<file path="config.mk">
export PLATFORM = sky130hd
export DESIGN_NAME = fp_result_wb
export DESIGN_NICKNAME = d
export VERILOG_FILES = /design/src/rtl/fp_pkg.sv /design/src/rtl/fp_wb_fifo.sv /design/src/rtl/fp_result_wb.sv
export SDC_FILE = /design/constraint.sdc
export NUM_CORES = 1
export LEC_CHECK = 0
export BUFFER_PORTS_ARGS = -buffer_cell sky130_fd_sc_hd__buf_4
export CAP_MARGIN = 10
export CORE_MARGIN = 5
export CORE_UTILIZATION = 46
export DETAILED_ROUTE_END_ITERATION = 6
export PLACE_DENSITY = 0.74
export SETUP_SLACK_MARGIN = 0.05
export SYNTH_ARGS = -nofsm -noshare
export SYNTH_HDL_FRONTEND = slang
export SYNTH_SLANG_ARGS = --single-unit
</file>
<file path="constraint.sdc">
create_clock -name clk -period 2.7 [get_ports clk]
set_input_delay 0.135 -clock clk [delete_from_list [all_inputs] [get_ports clk]]
set_output_delay 0.135 -clock clk [all_outputs]
set_load 0.005 [all_outputs]
</file>
<file path="src/rtl/fp_pkg.sv">
// fp_pkg: shared FP constants, sticky-flag layout and result classification
package fp_pkg;
  localparam logic [7:0] FP_EXP_MAX = 8'hFF;
  localparam int FLAG_NV = 4;
  localparam int FLAG_DZ = 3;
  localparam int FLAG_OF = 2;
  localparam int FLAG_UF = 1;
  localparam int FLAG_NX = 0;
  typedef logic [4:0] fflags_t;
  // Subtract results never raise DZ or NX, so only the exponent/mantissa shape matters
  function automatic fflags_t fp_classify(input logic [31:0] v);
    fflags_t f;
    logic [7:0] e;
    logic mz;
    e = v[30:23];
    mz = v[22:0] == 23'd0;
    f = '0;
    f[FLAG_NV] = e == FP_EXP_MAX && !mz;
    f[FLAG_DZ] = 1'b0;
    f[FLAG_OF] = e == FP_EXP_MAX && mz;
    f[FLAG_UF] = e == 8'h00 && !mz;
    f[FLAG_NX] = 1'b0;
    return f;
  endfunction
endpackage

</file>
<file path="src/rtl/fp_wb_fifo.sv">
// fp_wb_fifo: parameterised synchronous FIFO with registered occupancy count
module fp_wb_fifo #(
  parameter int DEPTH = 4,
  parameter int W = 37
) (
  input  logic                   clk,
  input  logic                   reset,
  input  logic                   push,
  input  logic                   pop,
  input  logic [W-1:0]           din,
  output logic [W-1:0]           dout,
  output logic                   full,
  output logic                   empty,
  output logic [$clog2(DEPTH):0] count
);
  localparam int AW = $clog2(DEPTH);
  localparam int CW = AW + 1;
  logic [W-1:0] mem [DEPTH];
  logic [AW-1:0] rptr, wptr;
  logic do_push, do_pop;
  assign full = count == CW'(DEPTH);
  assign empty = count == '0;
  assign do_push = push && !full;
  assign do_pop = pop && !empty;
  assign dout = mem[rptr];
  always_ff @(posedge clk)
    if (do_push && !reset) mem[wptr] <= din;
  always_ff @(posedge clk)
    if (reset) begin
      rptr <= '0;
      wptr <= '0;
      count <= '0;
    end else begin
      if (do_push) wptr <= wptr + 1'b1;
      if (do_pop) rptr <= rptr + 1'b1;
      count <= count + CW'(do_push) - CW'(do_pop);
    end
endmodule

</file>
<file path="src/rtl/fp_result_wb.sv">
// fp_result_wb: FP result queue draining into the register-file write port with sticky flags
module fp_result_wb
  import fp_pkg::*;
#(
  parameter int DEPTH = 4,
  parameter int RD_W = 5
) (
  input  logic                   clk,
  input  logic                   reset,
  input  logic                   in_valid,
  output logic                   in_ready,
  input  logic [RD_W-1:0]        in_rd,
  input  logic [31:0]            in_result,
  input  logic                   wb_stall,
  output logic                   wb_en,
  output logic [RD_W-1:0]        wb_rd,
  output logic [31:0]            wb_data,
  input  logic                   fflags_clr,
  output fflags_t                fflags,
  output logic [$clog2(DEPTH):0] occupancy
);
  localparam int W = RD_W + 32;
  logic full, empty, pop;
  logic [W-1:0] head;
  fflags_t pop_flags;
  assign in_ready = !full;
  assign pop = !empty && !wb_stall;
  assign pop_flags = pop ? fp_classify(head[31:0]) : '0;
  fp_wb_fifo #(.DEPTH(DEPTH), .W(W)) u_fifo (
    .clk(clk),
    .reset(reset),
    .push(in_valid),
    .pop(pop),
    .din({in_rd, in_result}),
    .dout(head),
    .full(full),
    .empty(empty),
    .count(occupancy)
  );
  // A clear on a popping edge keeps only that entry's flags
  always_ff @(posedge clk)
    if (reset) begin
      wb_en <= 1'b0;
      wb_rd <= '0;
      wb_data <= '0;
      fflags <= '0;
    end else begin
      wb_en <= pop;
      if (pop) begin
        wb_rd <= head[W-1:32];
        wb_data <= head[31:0];
      end
      fflags <= (fflags_clr ? '0 : fflags) | pop_flags;
    end
endmodule
</file>
==> impl_metrics.py <==
metrics = {
    "run_status": {
        "status": "completed",
    },
    "clock_network": {
        "ctsRootBufferMaster": "clkbuf_16",
        "cts.repair.resized": 0,
        "cts.htree.levels": 4,
        "clockBufferDepth": 2,
        "cts_inserted_buffers": 17,
        "cts_tree": "built",
        "clock_sinks": 198,
        "clk_pin_slew_worst_paths_ns": 0.07,
        "clk_latency_ns": 0.43,
    },
    "critical_path": {
        "cp.required_ns": 2.99,
        "cp-start-kind": "register",
        "crit_slowest_cell": "dfxtp_1",
        "critPathMaxFanout": 5,
        "crit_chain": "nor3_1 -> or2_1 -> inv_2 -> ha_1 -> inv_1 -> ha_1 -> inv_1 -> fa_1 -> xor2_1 -> xnor2_1 -> nor2_1",
        "path_buf_inv": 3,
        "crit_arrival_ns": 2.53,
        "r2r_slack_ns": 0.46,
        "end_kind": "register",
        "crit_type": "reg -> reg",
        "critPathTopFamily": "adder cells",
        "critical-path-max-stage-delay_ns": 0.37,
    },
    "route": {
        "routed_wl_um": 15120,
        "num_vias": 4125,
        "wire_per_inst_um": 18.92,
        "final_antenna_net_count": 0,
        "drtIter0Drc": 271,
        "first_pass_iters": 4,
        "vias_per_cell": 5.163,
        "drc": 0,
    },
    "yosys": {
        "syn_inst": 436,
        "yosys-top-cells-count": "148 x edfxtp_1, 85 x nand2_1, 50 x dfxtp_1",
        "async_flop_share": 0,
        "synth_ff_type": "edfxtp_1",
        "yosysSeqAreaShare": 0.7462,
        "synth.most_common_cell": "edfxtp_1",
        "yosys.area.top_type": "edfxtp_1",
        "synth_edf_count": 148,
        "ys_seq_elements": 198,
        "synth_cell_types": 32,
        "synth_area_um2": 7297,
        "avgSynthCellArea_um2": 16.74,
        "synth_area_leaders": "edfxtp_1 61%, dfxtp_1 14%, mux4_2 10%",
        "synth_top_area_share": 0.6091,
        "ys_warn_count": 0,
    },
    "placement": {
        "finalWeightedCongestion": 0.7513,
        "dp_hpwl_um": 9629,
        "dpl_cell_area_um2": 8188,
        "port_buffers": 86,
        "dp_cells": 727,
    },
    "cells_and_area": {
        "postLayoutCellArea_um2": 9200,
        "layout-drive-gt1-share": 0.2933,
        "final_cells": 799,
        "diodes": 0,
        "final_core_util": 0.5855,
        "nets": 619,
        "synthToLayoutAreaGrowth_pct": 26.08,
    },
    "sta": {
        "setup-violations-final": 0,
        "post-route-min-period_ns": 2.241,
        "tightest_slew_ns": 0.5724,
        "slew-limit-headroom": 0.6184,
        "drv_slew": 0,
        "max_freq_ghz": 0.4463,
        "rsz0062_at_grt": "no",
        "hold_violations": 0,
        "min_period_over_period": 0.8298,
        "skew_ns": 0.008336,
        "fin_tns_setup_ns": 0,
    },
    "floorplanning": {
        "dieArea_um2": 18480,
        "dieHeight_um": 136.0,
        "pin_count": 89,
        "coreArea_um2": 15710,
        "start_util": 0.4644,
        "die_w_um": 136.0,
        "rows": 46,
    },
    "power_and_ir_drop": {
        "p_leak_nw": 3.215,
        "max-vdd-ir-drop_uv": 523.5,
        "power_density_nw_per_um2": 875.4,
    },
    "global_route": {
        "antenna_found_initial": 0,
        "grt_pass1_vias": 4352,
        "grt.total_usage": 0.1761,
        "grt_pass1_wl_um": 24230,
        "grt_overflow": 0,
        "grt_start_max_net_pins": 49,
    },
    "flow_run": {
        "drv_cap": 0,
    },
    "hold_path": {
        "worstHoldPathType": "in -> reg",
    },
}
## per-layer routing
metal,part of all wire,global-route usage,vias up
met2,0.52,0.2945,148
met3,0.056,0.03664,20
li1,-,-,1902
met1,0.41,0.2314,2055
met5,0,0,-
met4,0.015,0.05991,0
## sequential cells by signal, summed over array words and instances, names as in the netlist, named ones only
register / flops
wb_data: 32
u_fifo.wptr: 2
wb_en: 1
fflags: 3
wb_rd: 5
u_fifo.rptr: 2
u_fifo.count: 3
u_fifo.mem: 148
## through the flow
stage	hold slack (ns)	worst slack, ns	total power, W
6_report	0.1716	0.4595	0.008054
5_1_grt	0.1858	0.2399	0.008461
4_1_cts	0.1621	0.4311	0.008132
3_5_place_dp	0.3387	0.4478	0.005506
3_3_place_gp	0.3341	0.6045	0.005430
2_1_floorplan	0.2306	0.3288	0.004883
## layout make-up
class / count / area, µm²
sequential: 198 / 5448
clock buffer: 19 / 442.9
fill: 1181 / 6513
clock inverter: 13 / 168.9
inverter: 7 / 26.28
tap: 216 / 270.3
timing repair buffer: 137 / 1141
multi-input combinational: 209 / 1703
## path summary, 6_finish.rpt
check,startpoint,to,cells past startpoint
min reg2reg,wb_data[27],wb_data[27],2
max reg2reg,u_fifo.count[1],u_fifo.count[2],11
min,reset,u_fifo.wptr[0],2
max,u_fifo.count[1],u_fifo.count[2],11
## cell families (layout without fill, tap and decap cells)
kind of cell	after synthesis	count (layout)	synth area share
buf+inv	30	176	0.02160
mux	37	37	0.1157
xor+xnor	5	5	0.006002
other cells	1	2	0.0005139
flops	198	198	0.7462
compound gates	41	41	0.02846
simple gates	117	117	0.06842
fa+ha+maj	7	7	0.01303
## report_power, final
group	total (W)	leakage (nW)	internal [W]	switching, W
logic	0.00173	1.17	0.000828	0.000902
registers	0.00373	1.75	0.00358	0.000150
clock network	0.00259	0.293	0.00150	0.00109
## repair_timing
item / in CTS / in global routing
setup buffers: 0 / 0
hold endpoints to repair: 151 / 0
hold buffers: 40 / 0
## layout by cell type, fill, tap and decap left out, drive strengths merged, types with 2 or more instances in the layout
cell type,n
a21oi,38
and2,4
buf,97
bufinv,3
clkbuf,19
clkinv,2
clkinvlp,3
conb,2
dfxtp,50
dlygate4sd3,40
edfxtp,148
ha,6
inv,12
mux4,37
nand2,85
nand3,3
nor2,11
nor3,4
nor4,5
o21ai,2
xnor2,3
xor2,2
## worst register-to-register path: stages, from the launching register on
cell	delay, ns
dfxtp_1	0.37
nor3_1	0.24
or2_1	0.17
inv_2	0.05
ha_1	0.27
inv_1	0.06
ha_1	0.13
inv_1	0.05
fa_1	0.37
xor2_1	0.21
xnor2_1	0.14
nor2_1	0.05
No activity file was read; power rests on OpenSTA's default activity.
